<file path="config.mk">
export PLATFORM = sky130hd
export DESIGN_NAME = addshift_mult_seq
export DESIGN_NICKNAME = d
export VERILOG_FILES = /design/src/rtl/mult_pkg.sv /design/src/rtl/addshift_mult_seq_addsub_ext.sv /design/src/rtl/addshift_mult_seq.sv
export SDC_FILE = /design/constraint.sdc
export NUM_CORES = 1
export LEC_CHECK = 0
export BUFFER_PORTS_ARGS = -buffer_cell sky130_fd_sc_hd__clkbuf_2
export CAP_MARGIN = 40
export CORE_MARGIN = 2
export CORE_UTILIZATION = 45
export DETAILED_ROUTE_END_ITERATION = 10
export PLACE_DENSITY_LB_ADDON = 0.1
export SLEW_MARGIN = 30
export SYNTH_ARGS = -nofsm -noshare
export SYNTH_HDL_FRONTEND = slang
export SYNTH_SLANG_ARGS = --single-unit
</file>
<file path="constraint.sdc">
create_clock -name Clk -period 6 [get_ports Clk]
set_input_delay 0.6 -clock Clk [delete_from_list [all_inputs] [get_ports Clk]]
set_output_delay 0.6 -clock Clk [all_outputs]
set_load 0.02 [all_outputs]
</file>
<file path="src/rtl/mult_pkg.sv">
// Shared types and helpers for the sequential add-shift multiplier.
// Latency: none (declarations only).
// Backpressure: not applicable.
package mult_pkg;

    typedef enum logic [1:0] {
        IDLE = 2'd0,
        CALC = 2'd1,
        DONE = 2'd2
    } state_t;

    // Step counter width; never narrower than one bit.
    function automatic int cnt_w(input int width);
        return (width < 2) ? 1 : $clog2(width);
    endfunction

endpackage

</file>
<file path="src/rtl/addshift_mult_seq_addsub_ext.sv">
// (WIDTH+1)-bit adder/subtractor with sign- or zero-extension of both operands.
// Latency: combinational.
// Backpressure: not applicable.
//
// Ports:
//   a    WIDTH    accumulator operand
//   b    WIDTH    addend / subtrahend
//   sub  1        1: a - b, 0: a + b
//   sext 1        1: sign-extend operands, 0: zero-extend
//   sum  WIDTH+1  result; MSB is the new extension bit
module addsub_ext #(
    parameter int WIDTH = 8
) (
    input  logic [WIDTH-1:0] a,
    input  logic [WIDTH-1:0] b,
    input  logic             sub,
    input  logic             sext,
    output logic [WIDTH:0]   sum
);

    logic [WIDTH:0] a_e;
    logic [WIDTH:0] b_e;

    assign a_e = {sext & a[WIDTH-1], a};
    assign b_e = {sext & b[WIDTH-1], b};
    assign sum = sub ? (a_e - b_e) : (a_e + b_e);

endmodule

</file>
<file path="src/rtl/addshift_mult_seq.sv">
// Sequential add-shift multiplier: {Aval,Bval} = B * S, one add/sub + shift per cycle.
// Latency: Run sampled in IDLE at edge t, Done=1 after edge t+WIDTH.
// Backpressure: level handshake; result held in DONE until Run drops, no auto-repeat.
//
// Ports:
//   Clk, Reset  clock / asynchronous active-high reset
//   Din         operand bus: B on LoadB, S on start
//   LoadB       load Din into B (IDLE and DONE only; Run wins in IDLE)
//   Run         level start request
//   Aval, Bval  product high / low halves
//   X           extension bit of A
//   Busy, Done  registered status levels
//   Signed      (only with MULT_UNSIGNED_MODE_EN) 1: two's complement, 0: unsigned;
//               sampled at start
module addshift_mult_seq
    import mult_pkg::*;
#(
    parameter int WIDTH = 8
) (
    input  logic             Clk,
    input  logic             Reset,
    input  logic [WIDTH-1:0] Din,
    input  logic             LoadB,
    input  logic             Run,
`ifdef MULT_UNSIGNED_MODE_EN
    input  logic             Signed,
`endif
    output logic [WIDTH-1:0] Aval,
    output logic [WIDTH-1:0] Bval,
    output logic             X,
    output logic             Busy,
    output logic             Done
);

    localparam int CW = cnt_w(WIDTH);

    state_t           state;
    logic [CW-1:0]    cnt;
    logic [WIDTH-1:0] a_q;
    logic [WIDTH-1:0] b_q;
    logic [WIDTH-1:0] s_q;
    logic             x_q;
    logic             busy_q;
    logic             done_q;
    logic             sgn_mode;

`ifdef MULT_UNSIGNED_MODE_EN
    logic             sgn_q;
    assign sgn_mode = sgn_q;
`else
    assign sgn_mode = 1'b1;
`endif

    logic             last_step;
    logic [WIDTH-1:0] addend;
    logic             do_sub;
    logic [WIDTH:0]   sum;

    assign last_step = (cnt == CW'(WIDTH - 1));
    // A zero addend when B[0]=0 turns the step into a pure extend-and-shift.
    assign addend    = b_q[0] ? s_q : '0;
    // The multiplier MSB has negative weight in two's complement.
    assign do_sub    = sgn_mode & b_q[0] & last_step;

    addsub_ext #(.WIDTH(WIDTH)) u_addsub (
        .a    (a_q),
        .b    (addend),
        .sub  (do_sub),
        .sext (sgn_mode),
        .sum  (sum)
    );

    always_ff @(posedge Clk or posedge Reset) begin
        if (Reset) begin
            state  <= IDLE;
            cnt    <= '0;
            a_q    <= '0;
            b_q    <= '0;
            s_q    <= '0;
            x_q    <= 1'b0;
            busy_q <= 1'b0;
            done_q <= 1'b0;
`ifdef MULT_UNSIGNED_MODE_EN
            sgn_q  <= 1'b1;
`endif
        end else begin
            case (state)
                IDLE: begin
                    if (Run) begin
                        s_q    <= Din;
                        a_q    <= '0;
                        x_q    <= 1'b0;
                        cnt    <= '0;
                        busy_q <= 1'b1;
                        state  <= CALC;
`ifdef MULT_UNSIGNED_MODE_EN
                        sgn_q  <= Signed;
`endif
                    end else if (LoadB) begin
                        b_q <= Din;
                    end
                end
                CALC: begin
                    // {X,A,B} >> 1: the sum MSB enters A. Signed mode replicates
                    // it into X (arithmetic); unsigned mode shifts a zero into X.
                    a_q <= sum[WIDTH:1];
                    b_q <= {sum[0], b_q[WIDTH-1:1]};
                    x_q <= sgn_mode & sum[WIDTH];
                    cnt <= cnt + 1'b1;
                    if (last_step) begin
                        busy_q <= 1'b0;
                        done_q <= 1'b1;
                        state  <= DONE;
                    end
                end
                DONE: begin
                    if (LoadB) begin
                        b_q <= Din;
                    end
                    if (!Run) begin
                        done_q <= 1'b0;
                        state  <= IDLE;
                    end
                end
                default: begin
                    state  <= IDLE;
                    busy_q <= 1'b0;
                    done_q <= 1'b0;
                end
            endcase
        end
    end

    assign Aval = a_q;
    assign Bval = b_q;
    assign X    = x_q;
    assign Busy = busy_q;
    assign Done = done_q;

endmodule
</file>
==> impl_metrics.yaml <==
floorplan:
  ioPinCount: 31
  start_util: 0.470
  die_w_um: 68.7
  core_um2: 4000
  die_h_um: 68.7
  fp-row-count: 23
  dieArea_um2: 4710
logic_synthesis:
  syn_nets: 220
  synthCells: 196
  syn-cell-area_um2: 1880
  syn_avg_cell_area_um2: 9.60
  yosys_warnings: 0
  ys_ff_latch: 31
  post_synth_num_cell_types: 41
  yosysSeqAreaShare: 0.412
outcome:
  outcome: "complete, no violations"
worst_setup_path:
  crit_path_start_kind: "flop"
  required_ns: 6.16
  cp_slowest_cell: "fa_1"
  crit_chain: "ha_1 > ha_1 > nand2_1 > mux2_2 > fa_1 > nand2b_1 > a21oi_1 > o21ai_0 > a21o_1 > a32o_1"
  cpLargestDelayFamily: "adder cells"
  critical_path_arrival_ns: 3.21
  cp_max_fo: 16
  path_buf_inv: 0
  slowest_delay_ns: 0.41
  end_kind: "flop"
  critical_path_class: "reg -> reg"
  cp_common_cell: "ha_1"
detailed_routing:
  drtPass1Iterations: 5
  wl_met1_um: 1970
  drt_wl_total_um: 4110
  wl_per_cell_um: 14.8
  drtIter0Drc: 54
  wl_met2_um: 1950
  drc: 0
  final_antenna_net_count: 0
  top_layer: "met4"
  vias: 1551
  viasPerCell: 5.58
  wl_met3_um: 171
global_routing:
  antenna_found_initial: 0
  grt_pass1_vias: 1410
  grt.overflow.total: 0
  track_usage: 0.187
  grt_pass1_wl_um: 6480
  grt_max_degree: 32
layout:
  fill_cells: 375
  layout.cells.non_filler: 278
  post_route_cells_drive_above_1_share: 0.237
  nets: 252
  syn_to_final_growth_pct: 15.9
  antenna_cells: 0
  layout_common_cells: "dfrtp_1, clkbuf_2, nand2_1, o21ai_0"
clocking:
  clk_latency_ns: 0.27
  post_cts_buffers: 0
  clkSinkCount: 31
  cts_buffers: 5
  htree_levels: 2
  cts_resized: 0
  root_buffer: "clkbuf_8"
  cts_buffer_depth: 2
  clkSlewWorstSetupHoldPaths_ns: 0.06
  cts_tree: "yes"
  ctsHoldBuffers: 0
placement:
  dpl.hpwl_um: 3040
  dp.cells: 270
  place_ws_ns: 2.96
  io_buffer_count: 30
  gp_congestion: 0.832
sta:
  layout_min_cycle_time_ns: 3.05
  fin_worst_skew_ns: 0.00261
  finalSetupViolCount: 0
  fin_crit_sh: 0.509
  rsz0062_at_grt: "false"
  slew_headroom: 0.496
  setup_ws_ns: 2.95
  fmax_mhz: 328
  finalHoldViolCount: 0
  timing.setup.tns_ns: 0
  report.final.slew_viol_count: 0
  tightest_slew_ns: 0.751
run:
  max_cap_viol_count: 0
min_path:
  holdCritPathClass: "in -> async"
[registers in the layout, indices dropped and copies added, names as in the netlist]
name   count
Busy       1
Aval       7
Done       1
cnt        3
state      2
s_q        8
X          1
Bval       8
[layer usage]
| metal | track usage | vias up |
|---|---|---|
| met5 | 0 | - |
| met4 | 0.0675 | 0 |
| met3 | 0.0341 | 2 |
| met2 | 0.294 | 29 |
| met1 | 0.256 | 753 |
| li1 | - | 767 |
[final cells by class]
| class | count | area (um^2) | share of cell area |
|---|---|---|---|
| multi-input combinational | 145 | 1020 | 0.468 |
| tap | 50 | 62.6 | 0.0287 |
| inverter | 11 | 41.3 | 0.0189 |
| clock buffer | 6 | 72.6 | 0.0333 |
| clock inverter | 1 | 30.0 | 0.0138 |
| timing repair buffer | 34 | 178 | 0.0815 |
| sequential | 31 | 776 | 0.356 |
[synthesized netlist by cell type, drive strengths merged]
library cell	n	share of area
a32o	4	0.021
o21bai	1	0.0040
nand2b	4	0.013
and2	1	0.0033
a41o	1	0.0060
a21oi	9	0.026
o211ai	2	0.015
nor4b	1	0.0047
a31oi	1	0.0033
o41ai	1	0.0047
nor2	11	0.022
mux2i	7	0.037
nor2b	2	0.011
a32oi	2	0.0093
a21o	2	0.0080
buf	6	0.017
o21a	4	0.016
nand3	2	0.0053
a22o	2	0.0093
fa	1	0.011
clkbuf	3	0.0060
o21ai	23	0.061
dfrtp	31	0.41
a211oi	1	0.0040
xnor2	1	0.0047
nor3	2	0.0080
nand3b	1	0.0040
ha	11	0.073
inv	11	0.022
or3	1	0.0033
o31ai	4	0.016
xor2	5	0.023
nand2	27	0.054
or4	1	0.0040
nand4	1	0.0033
mux2	9	0.054
[cells by family (layout without fill, tap and decap cells)]
group	count (synthesis)	count (layout)	share of synthesized area
adder cells (fa/ha/maj)	12	12	0.0838
flip-flops	31	31	0.412
buffers and inverters	20	52	0.0452
AO/OA/AOI/OAI	57	57	0.204
XOR/XNOR	6	6	0.0279
multiplexers	16	16	0.0911
AND/OR/NAND/NOR	54	54	0.136
[worst min-delay path: stages]
cell and delay, ns:
clkbuf_2 0.08, inv_1 0.04, buf_4 0.35
[path summary, 6_finish.rpt]
path	from	end	slack [ns]	depth (start not counted)
worst max-delay path	cnt[0]	Aval[5]	2.95	10
worst min-delay path	Reset	Aval[1]	0.38	3
worst max register to register	cnt[0]	Aval[5]	2.95	10
worst min register to register	cnt[0]	cnt[0]	0.51	1
max in group asynchronous	Reset	s_q[4]	5.33	3
min in group Clk	cnt[0]	cnt[0]	0.51	1
[through the flow]
stage	util	hold WS [ns]	cell area, um^2
final	0.545	0.376	2180
after global routing	0.545	0.432	2180
after CTS	0.544	0.390	2180
after detailed placement	0.518	0.494	2070
after global placement	0.518	0.486	2070
after floorplan	-	0.468	1880
Power is left out: the tool's default activity adds up to more than one toggle a clock period on the data nets, which glitch-free logic cannot reach.
